**src/rtl/add_seq_ctrl.sv**
```systemverilog
// Sequential W-bit adder/subtractor that walks the operands one byte per cycle
// through a single shared external 8-bit carry-lookahead adder slice.
module add_seq_ctrl #(
  parameter int NUM_BYTES = 4
) (
  input  logic                     clock,
  input  logic                     reset_n,
  input  logic                     start,
  input  logic                     sub,
  input  logic [8*NUM_BYTES-1:0]   operand_a,
  input  logic [8*NUM_BYTES-1:0]   operand_b,
  output logic                     busy,
  output logic                     done,
  output logic [8*NUM_BYTES-1:0]   result,
  output logic                     cout,
  output logic                     overflow,
  output logic [7:0]               blk_x,
  output logic [7:0]               blk_y,
  output logic                     blk_c0,
  input  logic [7:0]               blk_s,
  input  logic                     blk_c8
);

  localparam int W    = 8 * NUM_BYTES;
  localparam int IDXW = (NUM_BYTES > 1) ? $clog2(NUM_BYTES) : 1;
  localparam logic [IDXW-1:0] LAST_IDX = IDXW'(NUM_BYTES - 1);

  localparam logic [1:0] S_IDLE = 2'd0;
  localparam logic [1:0] S_RUN  = 2'd1;
  localparam logic [1:0] S_DONE = 2'd2;

  logic [1:0]      state_q, state_d;
  logic [W-1:0]    a_q, a_d;
  logic [W-1:0]    b_q, b_d;
  logic            carry_q, carry_d;
  logic [IDXW-1:0] idx_q, idx_d;
  logic [W-1:0]    result_q, result_d;
  logic            cout_q, cout_d;
  logic            ovf_q, ovf_d;

  logic            in_run;
  logic            accept;
  logic [7:0]      a_byte;
  logic [7:0]      b_byte;

  assign in_run = (state_q == S_RUN);
  assign accept = start && ((state_q == S_IDLE) || (state_q == S_DONE));
  assign a_byte = a_q[{idx_q, 3'b000} +: 8];
  assign b_byte = b_q[{idx_q, 3'b000} +: 8];

  always_comb begin
    state_d  = state_q;
    a_d      = a_q;
    b_d      = b_q;
    carry_d  = carry_q;
    idx_d    = idx_q;
    result_d = result_q;
    cout_d   = cout_q;
    ovf_d    = ovf_q;

    case (state_q)
      S_IDLE, S_DONE: begin
        // B is stored already inverted for subtraction; carry-in of 1 completes A + ~B + 1
        if (accept) begin
          a_d     = operand_a;
          b_d     = sub ? ~operand_b : operand_b;
          carry_d = sub;
          idx_d   = '0;
          state_d = S_RUN;
        end else begin
          state_d = S_IDLE;
        end
      end

      S_RUN: begin
        result_d[{idx_q, 3'b000} +: 8] = blk_s;
        carry_d = blk_c8;
        if (idx_q == LAST_IDX) begin
          idx_d   = '0;
          cout_d  = blk_c8;
          ovf_d   = (a_q[W-1] == b_q[W-1]) && (blk_s[7] != a_q[W-1]);
          state_d = S_DONE;
        end else begin
          idx_d = idx_q + 1'b1;
        end
      end

      default: begin
        state_d = S_IDLE;
      end
    endcase
  end

  always_ff @(posedge clock or negedge reset_n) begin
    if (!reset_n) begin
      state_q  <= S_IDLE;
      a_q      <= '0;
      b_q      <= '0;
      carry_q  <= 1'b0;
      idx_q    <= '0;
      result_q <= '0;
      cout_q   <= 1'b0;
      ovf_q    <= 1'b0;
    end else begin
      state_q  <= state_d;
      a_q      <= a_d;
      b_q      <= b_d;
      carry_q  <= carry_d;
      idx_q    <= idx_d;
      result_q <= result_d;
      cout_q   <= cout_d;
      ovf_q    <= ovf_d;
    end
  end

  assign busy     = in_run;
  assign done     = (state_q == S_DONE);
  assign result   = result_q;
  assign cout     = cout_q;
  assign overflow = ovf_q;
  assign blk_x    = in_run ? a_byte  : 8'h00;
  assign blk_y    = in_run ? b_byte  : 8'h00;
  assign blk_c0   = in_run ? carry_q : 1'b0;

endmodule

```
**config.mk**
```make
export PLATFORM = sky130hd
export DESIGN_NAME = add_seq_ctrl
export DESIGN_NICKNAME = d
export VERILOG_FILES = /design/src/rtl/add_seq_ctrl.sv
export SDC_FILE = /design/constraint.sdc
export NUM_CORES = 1
export LEC_CHECK = 0
export ABC_AREA = 1
export CORE_MARGIN = 4
export CORE_UTILIZATION = 54
export CTS_CLUSTER_DIAMETER = 100
export DETAILED_ROUTE_END_ITERATION = 8
export GPL_ROUTABILITY_DRIVEN = 0
export GPL_TIMING_DRIVEN = 0
export PLACE_DENSITY = 0.87
export SYNTH_ARGS = -nofsm -noshare
export SYNTH_HDL_FRONTEND = slang
export SYNTH_SLANG_ARGS = --single-unit
```
**constraint.sdc**
```tcl
create_clock -name clock -period 4.4 [get_ports clock]
set_input_delay 0.88 -clock clock [delete_from_list [all_inputs] [get_ports clock]]
set_output_delay 0.88 -clock clock [all_outputs]
set_load 0.1 [all_outputs]
```
==> impl_results.md, run 1 <==
* Status: finished, final reports clean
* H-tree levels at 3
* Critical-path cell list: buf_2, clkbuf_1, nand3_1, a21oi_1, clkdlybuf4s50_1
* Type of the most critical hold path: primary input to asynchronous set/reset pin
* Slew margin rel. at 0.311
* FF-to-FF End: result[0]
* FF-to-FF setup slack at 2.14 ns
* Final setup viols at 0
* CP Launch Type: flip-flop
* Synth Instances at 648
* Routed len/inst at 15.0 µm
* Worst EP arrival at 3.06 ns
* Layout area overhead at 31.9%
* Crit-path max FO at 10
* Syn. warnings at 0
* ANT nets after route at 0
* Fin cells at 920
* Global-route wire length before repair at about 23000 µm
* Max incr delay on CP at between 1 and 1.5 ns
* Vias per Instance at a little over 5
* CTS tree: yes
* DRC Markers at 0
* Total CTS buffers at 9
* Core area at about 9300 µm²
* Syn_area_per_cell at 8.07 µm²
* Detailed Route Iter0 Violations at 304
* Postcts setup bufs at 0
* Fin. max-slew vios at 0
* Fin Setup TNS at 0 ns
* Post-DP Area at 6700 µm²
* Commonest non-fill, non-tap cells in the layout: 219 x nand2_1, 127 x clkdlybuf4s50_1, 103 x dfrtp_1
* Clock Skew at between 0.01 and 0.015 ns
* Hold-fix buffers at CTS at 0
* Final Cycle Share at 0.895
* Top sig layer: met4
* Initial antenna violation count at 0
* Unrepaired setup endpoints after global routing: false
* Met3 routed WL at ~850 µm
* Worst slew pin tran at 1.03 ns
* Max Clk Rate at about 250 MHz
* Grt ovf at 0
* Most common cell after layout, fill and taps aside: nand2_1
* Num ports at 130
* Initial Utilization at 0.561
* RR Startpoint: idx_q[1]
* Initial DRT Pass Iterations at 7
* Layout Nets at 871
* Vias at about 4.7k
* CTS max path bufs at 2
* I/O Buffers at 128
* Chip Height at 106 µm
* Die Wd at ~110 µm
* Total die area at 11300 µm²
* Required time of the critical path at ~3.5 ns
* Reg clk slew, reported paths at 0.09 ns
* Post-CTS Resized at 0
* Maximum number of pins on one net before global-route repair at 73
* CP max stage cell: clkdlybuf4s50_1
* Clk_lat worst skew at 0.37 ns
* Clk root buf: clkbuf_8
* Finished Cell Area at around 7000 µm²
* FF+latch count, synth at 103
* Final Hold Viols at 0
* Top delay family on crit path: buffers and inverters
* WL met1 at 5880 µm
* DP Cell Count at a little over 900
* Distinct cells, synth at 23
* Antenna Cells at 0
* Syn nets at 731
* Max-Cap Viols at 0
* CP Capture Type: output port
* Cell Area, Synth at 5230 µm²
* Share of cells above drive strength 1 at 0.0948
* Worst Reg-to-Reg Cells at 9
* Vias in the first global route at about 4.7k
* Cell Rows at 35
* Final WL at 13800 µm
* Filler cells at 690
* TritonCTS Sinks at 103
* Final min period at 3.94 ns
* Dpl hpwl at 10400 µm
* Worst path bufs/invs at 3
* All-layer global routing usage at 0.251
* CP Class: flip-flop to output port
* Wire length on met2 at 6760 µm
* Seq/Total Area, Yosys at 0.493
==> through the flow <==
step	hold slack (ns)	setup WS (ns)	utilization
CTS	0.454	0.486	0.740
global route	0.481	0.369	0.740
finish	0.444	0.462	0.740
global placement	0.463	-1.14	0.716
detailed placement	0.469	0.935	0.718
floorplan	0.449	1.05	-
==> synthesized netlist by cell type (all sizes together) <==
master	n	area (µm²)
nand3	37	195
xnor2	32	280
ha	6	75.1
dfrtp	103	2580
nor2	49	230
buf	25	181
inv	83	312
clkbuf	6	22.5
o22ai	1	6.26
clkinv	1	3.75
a21oi	48	323
o21ai	35	175
nand2	222	851
==> kinds of logic after synthesis <==
| logic type | Yosys count | share of synthesized area |
|---|---|---|
| adder cells (fa/ha/maj) | 6 | 0.0143 |
| AND/OR/NAND/NOR | 308 | 0.244 |
| flip-flops | 103 | 0.493 |
| XOR/XNOR | 32 | 0.0536 |
| buffers and inverters | 115 | 0.0992 |
| AO/OA/AOI/OAI | 84 | 0.0964 |
==> layout make-up <==
class	instances	area, µm²	area share
sequential	103	2580	0.374
multi-input combinational	430	2140	0.310
timing repair buffer	129	1310	0.189
inverter	84	315	0.0457
buffer	31	204	0.0296
tap	129	161	0.0234
clock buffer	10	128	0.0185
clock inverter	4	72.6	0.0105
==> state kept, by name, indices dropped and copies added (netlist names) <==
register  flops
result       32
idx_q         2
carry_q       1
state_q       2
cout          1
b_q          32
overflow      1
a_q          32
==> metal layers <==
metal,vias to the layer above,GRT usage
li1,2246,-
met2,181,0.425
met4,0,0.0904
met1,2209,0.327
met3,29,0.0407
met5,-,0
==> worst max path at each step <==
stage,startpoint,cells after the start,end
2_1_floorplan,idx_q[1],5,blk_x[6]
3_3_place_gp,reset_n,1,a_q[15]
3_5_place_dp,idx_q[1],6,blk_y[0]
4_1_cts,idx_q[1],5,blk_y[4]
5_1_grt,idx_q[1],5,blk_y[4]
6_report,idx_q[1],5,blk_y[4]
Power of run 1 is left out: the tool's default activity adds up to more than one toggle a clock period on the data nets, which glitch-free logic cannot reach.
==> run 2: changes to the inputs <==
--- a/config.mk
+++ b/config.mk
@@ -7,12 +7,13 @@
 export LEC_CHECK = 0
 export ABC_AREA = 1
 export CORE_MARGIN = 4
-export CORE_UTILIZATION = 54
+export CORE_UTILIZATION = 50
 export CTS_CLUSTER_DIAMETER = 100
 export DETAILED_ROUTE_END_ITERATION = 8
 export GPL_ROUTABILITY_DRIVEN = 0
 export GPL_TIMING_DRIVEN = 0
-export PLACE_DENSITY = 0.87
+export PLACE_DENSITY = 0.81
+export SLEW_MARGIN = 20
 export SYNTH_ARGS = -nofsm -noshare
 export SYNTH_HDL_FRONTEND = slang
 export SYNTH_SLANG_ARGS = --single-unit
==> constraint.sdc (replaced) <==
create_clock -name clock -period 4.38 [get_ports clock]
set_input_delay 0.876 -clock clock [delete_from_list [all_inputs] [get_ports clock]]
set_output_delay 0.876 -clock clock [all_outputs]
set_load 0.1 [all_outputs]
==> impl_results.md, run 2 (synthesis gave the netlist of run 1 again) <==
* Status: finished, final reports clean
* Initial antenna violation count at 0
* Detailed Route Iter0 Violations at 228
* Area of the multi-input gates at about 2100 µm²
* Postcts setup bufs at 0
* Global-route wire length before repair at between 20000 and 25000 µm
* Post-CTS Resized at 0
* Final min period at 3.97 ns
* Clk root buf: clkbuf_8
* Post-DP Area at 6710 µm²
* Chip Height at 110 µm
* Die Wd at 110 µm
* Final setup viols at 0
* Total CTS buffers at 9
* Filler cells at 840
* Worst Reg-to-Reg Cells at 9
* Vias at about 4.6k
* Type of the most critical hold path: primary input to asynchronous set/reset pin
* Initial Utilization at 0.509
* Initial DRT Pass Iterations at 5
* Layout area overhead at 31.6%
* DP Cell Count at 913
* Fin. max-slew vios at 0
* Clock Skew at 0.0117 ns
* Maximum number of pins on one net before global-route repair at 77
* CP Class: flip-flop to output port
* Final WL at 13200 µm
* Reg clk slew, reported paths at 0.10 ns
* TritonCTS Sinks at 103
* Grt ovf at 0
* Max-Cap Viols at 0
* Final Hold Viols at 0
* CP Launch Type: flip-flop
* Fin cells at roughly 930
* Vias per Instance at between 4 and 5
* ANT nets after route at 0
* DRC Markers at 0
* Num ports at 130
* Unrepaired setup endpoints after global routing: false
* Final Cycle Share at 0.906
* Share of cells above drive strength 1 at 0.0971
* CP Capture Type: output port
* Hold-fix buffers at CTS at 0
* Register area at 2580 µm²
* CTS tree: yes
* Max Clk Rate at 252 MHz
* Cell Rows at 37
* Crit-path max FO at 12
* Worst slew pin tran at 1.01 ns
* Slew margin rel. at 0.325
* H-tree levels at 3
* Finished Cell Area at 6890 µm²
* Dpl hpwl at 10100 µm
* Layout Nets at 871
* All-layer global routing usage at 0.225
* Clk_lat worst skew at 0.37 ns
* Most common cell after layout, fill and taps aside: nand2_1
* Vias in the first global route at about 4.5k
* Commonest non-fill, non-tap cells in the layout: 219 x nand2_1, 127 x clkdlybuf4s50_1, 103 x dfrtp_1
* Routed len/inst at roughly 14 µm
* Required time of the critical path at 3.50 ns
* Antenna Cells at 0
* Core area at 10300 µm²
* I/O Buffers at 128
* Post-layout util at 0.670
* Total die area at about 12000 µm²
* CTS max path bufs at 2
* Worst EP arrival at 3.09 ns
-- run 2: per-stage QoR --
stage               TNS [ns]  setup WS, ns  hold WS [ns]
floorplan                  0          1.04         0.449
global placement     -125.03         -1.22         0.464
detailed placement         0         0.863         0.467
CTS                        0         0.446         0.364
global route               0         0.269         0.359
finish                     0         0.412         0.357
-- run 2: final cells by class --
cell class	count	share of cell area
Clock buffer	11	0.0205
Clock inverter	5	0.00490
Tap cell	136	0.0247
Multi-Input combinational cell	430	0.310
Timing Repair Buffer	129	0.190
Buffer	31	0.0296
Inverter	84	0.0458
Sequential cell	103	0.374
-- run 2: per-layer routing --
layer | wire length, µm | track usage | share of wire | vias up
met5 | 0 | 0 | 0 | -
met4 | 163 | 0.0536 | 0.012 | 0
met3 | 965 | 0.0530 | 0.073 | 15
met2 | 6410 | 0.360 | 0.48 | 184
met1 | 5700 | 0.313 | 0.43 | 2165
li1 | - | - | - | 2253
-- run 2: critical path: stages (launching register included) --
cell             delay, ns
dfrtp_1               0.44
buf_2                 0.21
clkinv_1              0.18
buf_2                 0.32
nand3_1               0.17
a21oi_1               0.24
clkdlybuf4s50_1       1.17
-- run 2: path summary, 6_finish.rpt --
kind | startpoint | end | slack, ns
worst max-delay path | idx_q[1] | blk_y[3] | 0.41
max in group asynchronous | reset_n | b_q[30] | 3.38
worst min register to register | b_q[0] | b_q[0] | 0.49
worst max register to register | idx_q[1] | result[6] | 2.14
worst min-delay path | reset_n | a_q[17] | 0.36
min in group clock | b_q[0] | b_q[0] | 0.49
Power of run 2 is left out for the same reason.
==> run 3: changes to the inputs <==
--- a/config.mk
+++ b/config.mk
@@ -6,6 +6,7 @@
 export NUM_CORES = 1
 export LEC_CHECK = 0
 export ABC_AREA = 1
+export CORE_ASPECT_RATIO = 1.4
 export CORE_MARGIN = 4
 export CORE_UTILIZATION = 50
 export CTS_CLUSTER_DIAMETER = 100
@@ -13,7 +14,7 @@
 export GPL_ROUTABILITY_DRIVEN = 0
 export GPL_TIMING_DRIVEN = 0
 export PLACE_DENSITY = 0.81
-export SLEW_MARGIN = 20
+export SLEW_MARGIN = 10
 export SYNTH_ARGS = -nofsm -noshare
 export SYNTH_HDL_FRONTEND = slang
 export SYNTH_SLANG_ARGS = --single-unit
==> impl_results.md, run 3 (synthesis gave the netlist of run 1 again) <==
* Global-route wire length before repair at 21700 µm
* Unrepaired setup endpoints after global routing: false
* Most common cell after layout, fill and taps aside: nand2_1
* Vias in the first global route at 4691
* Commonest non-fill, non-tap cells in the layout: 219 x nand2_1, 127 x clkdlybuf4s50_1, 103 x dfrtp_1
* DP Cell Count at between 900 and 1k
* Max incr delay on CP at 1.16 ns
* Fin cells at approximately 930
* Final Cycle Share at 0.878
* Reg clk slew, reported paths at 0.07 ns
* Die Wd at between 90 and 100 µm
* Fin Setup TNS at 0 ns
* Clk root buf: clkbuf_16
* Worst path bufs/invs at 4
* I/O Buffers at 128
* CP Capture Type: output port
* Critical-path cell list: buf_2, clkinv_1, buf_2, nand3_1, a21oi_1, clkdlybuf4s50_1
* Cell Rows at 43
* Num ports at 130
* Final Hold Viols at 0
* Dpl hpwl at 10500 µm
* Vias at about 4.6k
* Post-DP Area at 6710 µm²
* Post-CTS Resized at 0
* Finished Cell Area at 6980 µm²
* Core area at approximately 10000 µm²
* CP Launch Type: flip-flop
* Top delay family on crit path: buffers and inverters
* Fin. max-slew vios at 0
* Slew margin rel. at 0.318
* Total CTS buffers at 9
* CP most frequent cell: buf_2
* H-tree levels at 3
* CTS tree: yes
* Type of the most critical hold path: flip-flop to flip-flop
* Status: finished, final reports clean
* DRC Markers at 0
* Vias per Instance at 5.00
* Max Clk Rate at 260 MHz
* Hold-fix buffers at CTS at 0
* CTS max path bufs at 2
* Initial DRT Pass Iterations at 5
* Clock Skew at 0.00623 ns
* Detailed Route Iter0 Violations at 262
* Layout area overhead at 33.5%
* Initial Utilization at 0.520
* Share of cells above drive strength 1 at 0.0971
* Worst slew pin tran at 1.02 ns
* Crit-path max FO at 12
* Worst EP arrival at 2.97 ns
* Routed len/inst at 14.7 µm
* Initial antenna violation count at 0
* Postcts setup bufs at 0
* All-layer global routing usage at 0.231
* Chip Height at between 100 and 150 µm
* Grt ovf at 0
* Clk_lat worst skew at 0.34 ns
* Final setup viols at 0
* Antenna Cells at 0
* CP Class: flip-flop to output port
* Layout Nets at 871
* ANT nets after route at 0
* Required time of the critical path at 3.50 ns
* FF-to-FF setup slack at 2.18 ns
* Maximum number of pins on one net before global-route repair at 57
* Final min period at between 3 and 4 ns
* CP max stage cell: clkdlybuf4s50_1
* TritonCTS Sinks at between 100 and 150
* Final WL at approximately 14000 µm
* Max-Cap Viols at 0
* Total die area at 12200 µm²
==> run 3: changes by cell type in the layout (fill, tap and decap cells not counted), moves of 2 or more <==
cell | before | now
clkbuf_16 | 0 | 9
clkinvlp_4 | 2 | 0
clkinv_2 | 2 | 4
clkbuf_8 | 10 | 2
==> run 3: final timing paths <==
kind,cells past startpoint,end,startpoint
min reg2reg,2,result[11],result[11]
max,6,blk_y[2],idx_q[1]
min in group asynchronous,1,result[14],reset_n
max reg2reg,9,result[4],idx_q[1]
min,2,result[11],result[11]
max in group asynchronous,2,a_q[1],reset_n
==> run 3: final cells by class <==
| type | instances | area [µm²] |
|---|---|---|
| buffer | 31 | 204 |
| clock buffer | 12 | 256 |
| clock inverter | 4 | 20.0 |
| fill | 810 | 3080 |
| inverter | 84 | 315 |
| multi-input combinational | 430 | 2140 |
| sequential | 103 | 2580 |
| tap | 135 | 169 |
| timing repair buffer | 129 | 1310 |
==> run 3: routing by layer <==
metal,track usage,wire (µm)
met1,0.262,5120
met2,0.408,7140
met3,0.0412,821
met4,0.124,550
met5,0,0
==> run 3: metrics by stage <==
stage	util	hold slack (ns)	setup WS (ns)
6_report	0.694	0.478	0.534
5_1_grt	0.694	0.505	0.395
4_1_cts	0.694	0.483	0.541
3_5_place_dp	0.667	0.465	0.922
3_3_place_gp	0.664	0.463	-1.19
2_1_floorplan	-	0.449	1.04
==> run 3: worst reg2reg max path, cell delays in order, from the launching register on <==
cell,delay [ns]
dfrtp_1,0.39
buf_2,0.22
clkinv_1,0.28
buf_2,0.31
ha_1,0.34
inv_1,0.11
nand3_1,0.13
nor2_4,0.18
nand2_1,0.10
nand2_1,0.07
Power of run 3 is left out for the same reason.
